## src/rtl/uart_transmitter.sv

```systemverilog
// UART 8N1 transmitter with an input byte FIFO.
// Bytes accepted on a valid/ready interface are queued and serialised LSB-first
// (start bit, 8 data bits, stop bit) with CLKS_PER_BIT clocks per bit. Queued
// bytes are sent back-to-back: the next start bit follows the stop bit directly.
module uart_transmitter #(
  parameter int CLOCK_FREQ = 50000000,
  parameter int BAUD_RATE  = 115200,
  parameter int FIFO_DEPTH = 16
) (
  input  logic                          clk,
  input  logic                          reset_n,
  input  logic [7:0]                    in_data,
  input  logic                          in_valid,
  output logic                          in_ready,
  output logic                          tx,
  output logic                          tx_busy,
  output logic [$clog2(FIFO_DEPTH):0]   fifo_count
);

  localparam int CLKS_PER_BIT = CLOCK_FREQ / BAUD_RATE;
  localparam int CNT_W        = $clog2(CLKS_PER_BIT);
  localparam int PTR_W        = $clog2(FIFO_DEPTH);
  localparam int FC_W         = PTR_W + 1;

  localparam logic [CNT_W-1:0] CLK_LAST  = CNT_W'(CLKS_PER_BIT - 1);
  localparam logic [CNT_W-1:0] CLK_ZERO  = CNT_W'(0);
  localparam logic [CNT_W-1:0] CLK_ONE   = CNT_W'(1);
  localparam logic [FC_W-1:0]  FIFO_FULL = FC_W'(FIFO_DEPTH);
  localparam logic [FC_W-1:0]  FC_ZERO   = FC_W'(0);
  localparam logic [FC_W-1:0]  FC_ONE    = FC_W'(1);
  localparam logic [PTR_W-1:0] PTR_ONE   = PTR_W'(1);

  typedef enum logic [1:0] {
    IDLE  = 2'd0,
    START = 2'd1,
    DATA  = 2'd2,
    STOP  = 2'd3
  } state_e;

  // Frame sequencer state
  state_e            state_q,   state_d;
  logic [CNT_W-1:0]  clk_cnt_q, clk_cnt_d;
  logic [2:0]        bit_cnt_q, bit_cnt_d;
  logic [7:0]        shift_q,   shift_d;

  // FIFO state
  logic [7:0]        mem_q [FIFO_DEPTH];
  logic [PTR_W-1:0]  wr_ptr_q,  wr_ptr_d;
  logic [PTR_W-1:0]  rd_ptr_q,  rd_ptr_d;
  logic [FC_W-1:0]   count_q,   count_d;

  // Registered outputs
  logic              in_ready_q, in_ready_d;
  logic              tx_q,       tx_d;
  logic              tx_busy_q,  tx_busy_d;

  logic              push_s;
  logic              pop_s;
  logic              bit_end_s;
  logic              fifo_empty_s;

  assign push_s       = in_valid & in_ready_q;
  assign bit_end_s    = (clk_cnt_q == CLK_LAST);
  assign fifo_empty_s = (count_q == FC_ZERO);

  // Next-state logic of the frame sequencer; pops the FIFO head when a frame starts.
  always_comb begin
    state_d   = state_q;
    clk_cnt_d = clk_cnt_q;
    bit_cnt_d = bit_cnt_q;
    shift_d   = shift_q;
    pop_s     = 1'b0;
    case (state_q)
      IDLE: begin
        clk_cnt_d = CLK_ZERO;
        bit_cnt_d = 3'd0;
        if (!fifo_empty_s) begin
          pop_s   = 1'b1;
          shift_d = mem_q[rd_ptr_q];
          state_d = START;
        end else begin
          state_d = IDLE;
        end
      end
      START: begin
        if (bit_end_s) begin
          clk_cnt_d = CLK_ZERO;
          bit_cnt_d = 3'd0;
          state_d   = DATA;
        end else begin
          clk_cnt_d = clk_cnt_q + CLK_ONE;
        end
      end
      DATA: begin
        if (bit_end_s) begin
          clk_cnt_d = CLK_ZERO;
          if (bit_cnt_q == 3'd7) begin
            state_d = STOP;
          end else begin
            bit_cnt_d = bit_cnt_q + 3'd1;
          end
        end else begin
          clk_cnt_d = clk_cnt_q + CLK_ONE;
        end
      end
      STOP: begin
        if (bit_end_s) begin
          clk_cnt_d = CLK_ZERO;
          bit_cnt_d = 3'd0;
          // Chain straight into the next frame when more bytes are waiting.
          if (!fifo_empty_s) begin
            pop_s   = 1'b1;
            shift_d = mem_q[rd_ptr_q];
            state_d = START;
          end else begin
            state_d = IDLE;
          end
        end else begin
          clk_cnt_d = clk_cnt_q + CLK_ONE;
        end
      end
      default: begin
        state_d   = IDLE;
        clk_cnt_d = CLK_ZERO;
        bit_cnt_d = 3'd0;
      end
    endcase
  end

  // Next-state logic of the FIFO pointers and occupancy count.
  always_comb begin
    wr_ptr_d = wr_ptr_q;
    rd_ptr_d = rd_ptr_q;
    count_d  = count_q;
    if (push_s) begin
      wr_ptr_d = wr_ptr_q + PTR_ONE;
    end else begin
      wr_ptr_d = wr_ptr_q;
    end
    if (pop_s) begin
      rd_ptr_d = rd_ptr_q + PTR_ONE;
    end else begin
      rd_ptr_d = rd_ptr_q;
    end
    case ({push_s, pop_s})
      2'b10:   count_d = count_q + FC_ONE;
      2'b01:   count_d = count_q - FC_ONE;
      default: count_d = count_q;
    endcase
  end

  // Output values for the next cycle; tx follows the current state so the
  // line changes one cycle after the sequencer does.
  always_comb begin
    tx_d       = 1'b1;
    in_ready_d = (count_d < FIFO_FULL);
    tx_busy_d  = (state_d != IDLE) || (count_d != FC_ZERO);
    case (state_q)
      IDLE:    tx_d = 1'b1;
      START:   tx_d = 1'b0;
      DATA:    tx_d = shift_q[bit_cnt_q];
      STOP:    tx_d = 1'b1;
      default: tx_d = 1'b1;
    endcase
  end

  // Sequencer registers; reset abandons any frame in progress.
  always_ff @(posedge clk or negedge reset_n) begin
    if (!reset_n) begin
      state_q   <= IDLE;
      clk_cnt_q <= CLK_ZERO;
      bit_cnt_q <= 3'd0;
      shift_q   <= 8'd0;
    end else begin
      state_q   <= state_d;
      clk_cnt_q <= clk_cnt_d;
      bit_cnt_q <= bit_cnt_d;
      shift_q   <= shift_d;
    end
  end

  // FIFO pointer and count registers; reset empties the queue.
  always_ff @(posedge clk or negedge reset_n) begin
    if (!reset_n) begin
      wr_ptr_q <= {PTR_W{1'b0}};
      rd_ptr_q <= {PTR_W{1'b0}};
      count_q  <= FC_ZERO;
    end else begin
      wr_ptr_q <= wr_ptr_d;
      rd_ptr_q <= rd_ptr_d;
      count_q  <= count_d;
    end
  end

  // FIFO storage; contents are don't-care until written, so no reset.
  always_ff @(posedge clk) begin
    if (push_s) begin
      mem_q[wr_ptr_q] <= in_data;
    end
  end

  // Output registers; tx goes high as soon as reset asserts.
  always_ff @(posedge clk or negedge reset_n) begin
    if (!reset_n) begin
      tx_q       <= 1'b1;
      in_ready_q <= 1'b1;
      tx_busy_q  <= 1'b0;
    end else begin
      tx_q       <= tx_d;
      in_ready_q <= in_ready_d;
      tx_busy_q  <= tx_busy_d;
    end
  end

  assign tx         = tx_q;
  assign in_ready   = in_ready_q;
  assign tx_busy    = tx_busy_q;
  assign fifo_count = count_q;

endmodule

```

## config.mk

```make
export PLATFORM = sky130hd
export DESIGN_NAME = uart_transmitter
export DESIGN_NICKNAME = d
export VERILOG_FILES = /design/src/rtl/uart_transmitter.sv
export SDC_FILE = /design/constraint.sdc
export NUM_CORES = 1
export LEC_CHECK = 0
export CORE_MARGIN = 3
export CORE_UTILIZATION = 29
export CTS_CLUSTER_DIAMETER = 100
export DETAILED_ROUTE_END_ITERATION = 6
export PLACE_DENSITY = 0.45
export SLEW_MARGIN = 20
export SYNTH_ARGS = -nofsm -noshare
export SYNTH_HDL_FRONTEND = slang
export SYNTH_SLANG_ARGS = --single-unit
```

## constraint.sdc

```tcl
create_clock -name clk -period 5.6 [get_ports clk]
set_input_delay 1.12 -clock clk [delete_from_list [all_inputs] [get_ports clk]]
set_output_delay 1.12 -clock clk [all_outputs]
set_load 0.03 [all_outputs]
```

==> results of run 1 <==
-- metal layers --
layer / part of all wire / track usage
met5: 0 / 0
met4: 0.010 / 0.03168
met3: 0.031 / 0.02837
met2: 0.49 / 0.1855
met1: 0.47 / 0.1639
-- cells by family after synthesis --
group           after synthesis
compound gates               27
xor+xnor                     17
fa+ha+maj                    16
buf+inv                      26
flops                       166
mux                          54
simple gates                 75
-- Yosys cell counts (2+ instances only) --
master / n / area (um^2)
a21oi_1: 5 / 25.02
a31oi_1: 3 / 18.77
a32o_1: 2 / 20.02
and2_1: 13 / 81.33
and3_1: 5 / 31.28
and4_1: 2 / 17.52
buf_1: 2 / 7.510
buf_2: 6 / 30.03
clkbuf_1: 7 / 26.28
dfrtp_1: 36 / 900.9
dfstp_2: 2 / 52.55
edfxtp_1: 128 / 3844
ha_1: 16 / 200.2
inv_1: 10 / 37.54
mux2_2: 12 / 135.1
mux4_2: 42 / 945.9
nand2_1: 12 / 45.04
nand3_1: 5 / 25.02
nand4_1: 2 / 12.51
nor2_1: 19 / 71.32
nor2b_1: 2 / 12.51
nor3_1: 4 / 20.02
o2111ai_1: 2 / 17.52
o21ai_0: 4 / 20.02
o22ai_1: 2 / 12.51
o31ai_1: 2 / 15.01
or3_1: 3 / 18.77
xnor2_1: 13 / 113.9
xor2_1: 4 / 35.03
-- worst max-delay path: stages (launching register included) --
cell and delay [ns]:
dfrtp_1 0.45, nor4b_4 0.41, a31oi_1 0.37, nor3_1 0.67
ha_1 0.36, a21oi_1 0.13, or3_1 0.34, and4_1 0.22
nor4_1 0.26, o2111ai_1 0.16
-- registers in the layout, indices dropped and copies added (netlist names) --
signal	flops
wr_ptr_q	4
bit_cnt_q	3
fifo_count	5
clk_cnt_q	9
tx	1
state_q	2
mem_q	128
tx_busy	1
shift_q	8
rd_ptr_q	4
in_ready	1
-- power groups by stage --
stage                     Combinational (mW)  Sequential (mW)  Clock [mW]
after global routing                   0.408             1.53        1.26
after detailed placement               0.376             1.54           0
after floorplan                        0.211             1.55           0
final                                  0.365             1.51        1.17
after CTS                              0.377             1.51        1.20
after global placement                 0.371             1.54           0
-- path summary, 6_finish.rpt --
check / from / end / slack, ns / cells past startpoint
worst max-delay path: clk_cnt_q[3]$_DFF_PN0_ / tx_busy$_DFF_PN0_ / 2.10 / 9
worst min-delay path: shift_q[4]$_DFFE_PN0P_ / shift_q[4]$_DFFE_PN0P_ / 0.51 / 1
worst max register to register: clk_cnt_q[3]$_DFF_PN0_ / tx_busy$_DFF_PN0_ / 2.10 / 9
worst min register to register: shift_q[4]$_DFFE_PN0P_ / shift_q[4]$_DFFE_PN0P_ / 0.51 / 1
max in group asynchronous: reset_n / rd_ptr_q[0]$_DFFE_PN0P_ / 4.18 / 1
min in group asynchronous: reset_n / clk_cnt_q[2]$_DFF_PN0_ / 0.79 / 1
-- layout make-up --
class                      instances  area, um^2
timing repair buffer              20       190.2
clock buffer                      17       425.4
inverter                          10       37.54
tap                              319       399.1
sequential                       166        4798
clock inverter                    15       177.7
fill                            2259       15470
multi-input combinational        189        2041
==> impl_metrics.env, run 1 <==
export IMPL_synthMuxAreaShare=0.1555
export IMPL_netlist_area_um2=6950
export IMPL_pre_cts_ws_ns=1.824
export IMPL_final_cell_area_um2=8069
export IMPL_holdCritPathClass="flop to flop"
export IMPL_die_area_um2=25860
export IMPL_ant_nets=0
export IMPL_synth_adder_area_share=0.02880
export IMPL_slew_headroom=0.4141
export IMPL_wl_um=14260
export IMPL_maxCapViolations=0
export IMPL_io_pins=19
export IMPL_grt_start_max_net_pins=39
export IMPL_post_cts_repair_setup_buffers=0
export IMPL_rows=56
export IMPL_rsz0062_at_grt="false"
export IMPL_worst_pin_slew_ns=0.8789
export IMPL_postLayoutCoreUtil=0.3427
export IMPL_clock_path_buffers=2
export IMPL_leakage_nw=2.742
export IMPL_combinationalPowerShare=0.120
export IMPL_cp_max_fo=11
export IMPL_fin_skew_ns=0.01172
export IMPL_core_um2=23540
export IMPL_synth_edff_count=128
export IMPL_die_y_um=160.8
export IMPL_clkPwrFrac=0.384
export IMPL_hpwlAfterDp_um=9240
export IMPL_final_common_cell="edfxtp_1"
export IMPL_avgRoutedWirePerCell_um=19.37
export IMPL_netSwitchingPower_uw=854.6
export IMPL_synthSimpleGateAreaFrac=0.05959
export IMPL_switching_share=0.2803
export IMPL_instances_no_fill=736
export IMPL_drc=0
export IMPL_start_util=0.2952
export IMPL_internal_power_mw=2.194
export IMPL_place_area_um2=7466
export IMPL_pwr_density_cell_nw_per_um2=377.8
export IMPL_yosys_warnings=0
export IMPL_syn_nets=408
export IMPL_antenna_found_initial=0
export IMPL_vias_per_cell=4.565
export IMPL_period_share=0.6254
export IMPL_cts_tree="yes"
export IMPL_vdd_drop_max_mv=0.2063
export IMPL_cts_resized=0
export IMPL_power_frac_seq=0.497
export IMPL_tns_ns=0
export IMPL_synth_seq_cells=166
export IMPL_dpl_cell_count=704
export IMPL_fin_total_pwr_mw=3.048
export IMPL_clock_sinks=166
export IMPL_die_w_um=160.8
export IMPL_drive_gt1_frac=0.2326
export IMPL_cp_required_ns=5.88
export IMPL_synth_top_family_by_area="multiplexers"
export IMPL_synthXorXnorAreaFrac=0.02142
export IMPL_synth_avg_cell_area_um2=18.24
export IMPL_cp_arrival_ns=3.79
export IMPL_nets=431
export IMPL_netlist_instances=381
export IMPL_num_vias=3360
export IMPL_grt_pass1_vias=3597
export IMPL_async_reset_ff_frac=0.2289
export IMPL_insertedDiodeCount=0
export IMPL_gp_congestion=0.7742
export IMPL_critPathLaunchType="flop"
export IMPL_hold_ws_ns=0.5063
export IMPL_synth_flop_cell="edfxtp_1"
export IMPL_grt_overflow=0
export IMPL_hold_violations=0
export IMPL_seq_area_frac_synth=0.6902
export IMPL_grt_pass1_wl_um=22480
export IMPL_drt_iter0_drc=212
export IMPL_worst_slack_ns=2.098
export IMPL_cts_hold_buffers_added=0
export IMPL_cts_buffers=17
export IMPL_root_buffer="clkbuf_16"
export IMPL_slew_violations=0
export IMPL_grtUsageTotal=0.1176
export IMPL_io_buffers=18
export IMPL_synth_cell_types=45
export IMPL_first_pass_iters=4
export IMPL_clk_insertion_delay_late_ns=0.43
export IMPL_synth_compound_area_share=0.02826
export IMPL_max_freq_mhz=285.5
export IMPL_htreeDepth=4
export IMPL_cp_end_kind="flop"
export IMPL_final_cell_mix="edfxtp_1, mux4_2, dfrtp_1, nor2_1"
export IMPL_clk_pin_slew_ns=0.08
export IMPL_min_period_ns=3.502
export IMPL_status="finished clean"
export IMPL_setup_viol=0
export IMPL_syn_to_final_growth_pct=16.09
export IMPL_path_class="flop to flop"
Note: power is estimated with default switching activity, not from simulation.
==> inputs of run 2 (changes only) <==
==> constraint.sdc (replaced) <==
create_clock -name clk -period 3.3 [get_ports clk]
set_input_delay 0.66 -clock clk [delete_from_list [all_inputs] [get_ports clk]]
set_output_delay 0.66 -clock clk [all_outputs]
set_load 0.03 [all_outputs]
==> impl_metrics.env, run 2 (synthesis results as in run 1) <==
export IMPL_avgRoutedWirePerCell_um=19.22
export IMPL_grt_pass1_vias=3694
export IMPL_r2r_end="tx_busy$_DFF_PN0_"
export IMPL_post_cts_repair_setup_buffers=0
export IMPL_worstSetupStartpoint="clk_cnt_q[1]$_DFF_PN0_"
export IMPL_cp_required_ns=3.57
export IMPL_cts_hold_buffers_added=0
export IMPL_rsz0062_at_grt="false"
export IMPL_slew_headroom=0.4117
export IMPL_postLayoutCoreUtil=0.3467
export IMPL_ant_nets=0
export IMPL_holdCritPathClass="primary input to asynchronous set/reset pin"
export IMPL_grt_start_max_net_pins=39
export IMPL_drive_gt1_frac=0.2482
export IMPL_hold_ws_ns=0.3616
export IMPL_die_w_um=160.8
export IMPL_worst_pin_slew_ns=0.8825
export IMPL_die_y_um=160.8
export IMPL_first_pass_iters=4
export IMPL_io_buffers=18
export IMPL_setup_viol=0
export IMPL_cp_max_fo=4
export IMPL_cts_buffers=17
export IMPL_period_share=0.8880
export IMPL_cts_resized=0
export IMPL_fin_skew_ns=0.009075
export IMPL_clk_pin_slew_ns=0.07
export IMPL_largest_register_ffs=128
export IMPL_io_pins=19
export IMPL_drt_iter0_drc=348
export IMPL_clock_path_buffers=2
export IMPL_clock_sinks=166
export IMPL_vdd_drop_max_mv=0.3740
export IMPL_pwr_density_cell_nw_per_um2=644.7
export IMPL_drc=0
export IMPL_cpMaxStageDelayCell="dfrtp_1"
export IMPL_grtUsageTotal=0.1178
export IMPL_path_cells="inv_1, ha_1, and4_1, a31oi_2, nor3_1, ha_1, a21oi_1, or3_1, and4_1, nor4_2, o2111ai_1"
export IMPL_path_class="flop to flop"
export IMPL_r2r_slack_ns=0.37
export IMPL_syn_to_final_growth_pct=17.44
export IMPL_final_cell_mix="edfxtp_1, mux4_2, dfrtp_1, nor2_1"
export IMPL_reg_top3="mem_q: 128 flops, clk_cnt_q: 9 flops, shift_q: 8 flops"
export IMPL_insertedDiodeCount=0
export IMPL_vias_per_cell=4.620
export IMPL_rows=56
export IMPL_num_vias=3428
export IMPL_max_stage_delay_ns=0.41
export IMPL_nets=437
export IMPL_root_buffer="clkbuf_16"
export IMPL_cts_tree="yes"
export IMPL_grt_pass1_wl_um=22610
export IMPL_crit_end="tx_busy$_DFF_PN0_"
export IMPL_gp_congestion=0.7855
export IMPL_maxCapViolations=0
export IMPL_critPathLaunchType="flop"
export IMPL_hold_violations=0
export IMPL_cp_arrival_ns=3.21
export IMPL_grt_overflow=0
export IMPL_die_area_um2=25860
export IMPL_wl_um=14260
export IMPL_reg2regPathDepth=11
export IMPL_leakage_nw=2.788
export IMPL_status="finished clean"
export IMPL_rr_startpoint="clk_cnt_q[1]$_DFF_PN0_"
export IMPL_antenna_found_initial=0
export IMPL_min_period_ns=2.931
export IMPL_hpwlAfterDp_um=9373
export IMPL_clk_insertion_delay_late_ns=0.42
export IMPL_slew_violations=0
export IMPL_core_um2=23540
export IMPL_tns_ns=0
export IMPL_cp_end_kind="flop"
export IMPL_htreeDepth=4
export IMPL_final_common_cell="edfxtp_1"
export IMPL_start_util=0.2952
export IMPL_max_freq_mhz=341.2
export IMPL_regMostFlops="mem_q"
==> run 2: changes by cell type in the layout (fill, tap and decap cells not counted), sizes merged <==
cell | previous run | this run
buf | 3 | 9
bufinv | 0 | 3
clkbuf | 17 | 18
clkinv | 5 | 6
inv | 19 | 14
==> run 2: final cells by class <==
type | count | area, um^2
clock inverter | 14 | 193.9
sequential | 166 | 4798
inverter | 10 | 37.54
fill | 2251 | 15380
multi-input combinational | 189 | 2057
tap | 319 | 399.1
clock buffer | 18 | 429.2
timing repair buffer | 26 | 247.7
==> run 2: critical path, delay by kind of cell (launching register included) <==
family,cells,cell delay (ns)
compound gates,3,0.45
fa+ha+maj,2,0.44
buf+inv,1,0.07
flops,1,0.41
simple gates,5,1.41
==> run 2: worst min-delay path by stage <==
stage / slack (ns) / end / from
global route: 0.43 / clk_cnt_q[5]$_DFF_PN0_ / reset_n
CTS: 0.39 / clk_cnt_q[5]$_DFF_PN0_ / reset_n
floorplan: 0.36 / bit_cnt_q[0]$_DFFE_PN0P_ / reset_n
global placement: 0.49 / shift_q[1]$_DFFE_PN0P_ / shift_q[1]$_DFFE_PN0P_
finish: 0.36 / clk_cnt_q[5]$_DFF_PN0_ / reset_n
detailed placement: 0.49 / shift_q[3]$_DFFE_PN0P_ / shift_q[3]$_DFFE_PN0P_
==> run 2: per-stage QoR <==
step                      std cells  worst slack, ns  instance area (um^2)  power (mW)
after detailed placement        710          0.04324                  7523       3.246
after floorplan                 381           0.4387                  6950       2.989
final                           742           0.3694                  8163       5.263
after global routing            742           0.1283                  8163       5.511
after global placement          710           0.1089                  7523       3.234
after CTS                       742           0.2699                  8147       5.326
==> run 2: power breakdown <==
part | internal, mW | switching, mW | leakage (nW)
combinational | 0.255 | 0.363 | 0.871
clock | 1.22 | 0.855 | 0.302
sequential | 2.44 | 0.129 | 1.62
==> run 2: metal layers <==
layer / up-vias / part of all wire / GRT usage / routed length, um
li1: 1561 / - / - / -
met4: 0 / 0.010 / 0.03285 / 146
met3: 9 / 0.034 / 0.02734 / 483
met2: 49 / 0.50 / 0.1915 / 7067
met1: 1809 / 0.46 / 0.1595 / 6563
met5: - / 0 / 0 / 0
==> inputs of run 3 (changes only) <==
--- a/config.mk
+++ b/config.mk
@@ -10,6 +10,7 @@
 export CTS_CLUSTER_DIAMETER = 100
 export DETAILED_ROUTE_END_ITERATION = 6
 export PLACE_DENSITY = 0.45
+export REMOVE_ABC_BUFFERS = 1
 export SLEW_MARGIN = 20
 export SYNTH_ARGS = -nofsm -noshare
 export SYNTH_HDL_FRONTEND = slang
==> impl_metrics.env, run 3 (synthesis results as in run 1) <==
export IMPL_antenna_found_initial=0
export IMPL_path_buf_inv=0
export IMPL_htreeDepth=4
export IMPL_clock_sinks=166
export IMPL_maxCapViolations=0
export IMPL_grt_overflow=0
export IMPL_drt_iter0_drc=194
export IMPL_rsz0062_at_grt="false"
export IMPL_path_cells="ha_1, and4_1, a31oi_1, nor2_1, xor2_1, ha_1, a21oi_1, o21ai_0, and4_1, nor4_1, o2111ai_1"
export IMPL_regMostFlops="mem_q"
export IMPL_die_area_um2=25860
export IMPL_slew_headroom=0.4158
export IMPL_status="finished clean"
export IMPL_final_cell_area_um2=8088
export IMPL_cts_tree="yes"
export IMPL_io_buffers=18
export IMPL_cp_required_ns=3.58
export IMPL_cp_end_kind="flop"
export IMPL_core_um2=23540
export IMPL_tns_ns=0
export IMPL_worst_pin_slew_ns=0.8762
export IMPL_min_period_ns=2.978
export IMPL_clock_path_buffers=2
export IMPL_setup_viol=0
export IMPL_rows=56
export IMPL_fillCellCount=2271
export IMPL_max_freq_mhz=335.8
export IMPL_avgRoutedWirePerCell_um=18.09
export IMPL_place_area_um2=7501
export IMPL_drc=0
export IMPL_cp_arrival_ns=3.26
export IMPL_io_pins=19
export IMPL_ff_latch_area_um2=4798
export IMPL_cts_hold_buffers_added=0
export IMPL_multi_input_area_um2=2041
export IMPL_fin_skew_ns=0.01453
export IMPL_clk_insertion_delay_late_ns=0.43
export IMPL_crit_family="compound AO/OA/AOI/OAI gates"
export IMPL_holdCritPathClass="primary input to asynchronous set/reset pin"
export IMPL_syn_to_final_growth_pct=16.36
export IMPL_insertedDiodeCount=0
export IMPL_grt_pass1_wl_um=21530
export IMPL_die_w_um=160.8
export IMPL_max_stage_delay_ns=0.42
export IMPL_fin_total_pwr_mw=5.165
export IMPL_reg_top3="mem_q: 128 flops, clk_cnt_q: 9 flops, shift_q: 8 flops"
export IMPL_final_cell_mix="edfxtp_1, mux4_2, dfrtp_1, nor2_1"
export IMPL_hpwlAfterDp_um=8926
export IMPL_cts_resized=0
export IMPL_grt_pass1_vias=3679
export IMPL_ant_nets=0
export IMPL_critPathLaunchType="flop"
export IMPL_grtUsageTotal=0.1115
export IMPL_period_share=0.9025
export IMPL_nets=434
export IMPL_largest_register_ffs=128
export IMPL_vdd_drop_max_mv=0.2364
export IMPL_slew_violations=0
export IMPL_post_cts_repair_setup_buffers=0
export IMPL_drive_gt1_frac=0.2357
export IMPL_cpMaxStageDelayCell="dfrtp_1"
export IMPL_die_y_um=160.8
export IMPL_clk_pin_slew_ns=0.07
export IMPL_root_buffer="clkbuf_16"
export IMPL_cp_max_fo=5
export IMPL_gp_congestion=0.7619
export IMPL_postLayoutCoreUtil=0.3435
export IMPL_cts_buffers=17
export IMPL_final_common_cell="edfxtp_1"
export IMPL_path_class="flop to flop"
export IMPL_grt_start_max_net_pins=39
export IMPL_pwr_density_cell_nw_per_um2=638.6
export IMPL_vias_per_cell=4.543
export IMPL_first_pass_iters=4
export IMPL_num_vias=3357
export IMPL_leakage_nw=2.755
export IMPL_wl_um=13370
export IMPL_hold_violations=0
export IMPL_start_util=0.2952
[run 3: worst paths after layout]
check,startpoint,endpoint,slack [ns],depth (start not counted)
min in group clk,shift_q[1]$_DFFE_PN0P_,shift_q[1]$_DFFE_PN0P_,0.51,1
worst min-delay path,reset_n,clk_cnt_q[2]$_DFF_PN0_,0.35,1
worst min register to register,shift_q[1]$_DFFE_PN0P_,shift_q[1]$_DFFE_PN0P_,0.51,1
worst max-delay path,clk_cnt_q[0]$_DFF_PN0_,tx_busy$_DFF_PN0_,0.32,11
worst max register to register,clk_cnt_q[0]$_DFF_PN0_,tx_busy$_DFF_PN0_,0.32,11
max in group asynchronous,reset_n,rd_ptr_q[0]$_DFFE_PN0P_,2.34,1
[run 3: area by class of cell]
class	instances	share of cell area
inverters	10	0.004641
repair buffers	23	0.02785
well taps	319	0.04935
clock inverters	14	0.01949
clock buffers	18	0.05306
flip-flops and latches	166	0.5933
multi-input cells	189	0.2523
[run 3: routing by layer]
layer | global-route usage | up-vias | part of all wire
met3 | 0.02889 | 14 | 0.028
met4 | 0.03676 | 0 | 0.014
li1 | - | 1553 | -
met2 | 0.1832 | 33 | 0.51
met1 | 0.1449 | 1757 | 0.45
met5 | 0 | - | 0
[run 3: metrics by stage]
step           std cells  setup slack [ns]  hold slack (ns)
6_report             739            0.3217           0.3548
5_1_grt              739           0.03939           0.4411
4_1_cts              739            0.3274           0.3908
3_5_place_dp         707           0.04024           0.4948
3_3_place_gp         707            0.1132           0.4919
2_1_floorplan        365            0.3864           0.3644
[run 3: power by group]
part / total [mW] / internal (mW) / switching [mW]
Clock: 1.98 / 1.08 / 0.902
Combinational: 0.616 / 0.255 / 0.360
Sequential: 2.57 / 2.44 / 0.128
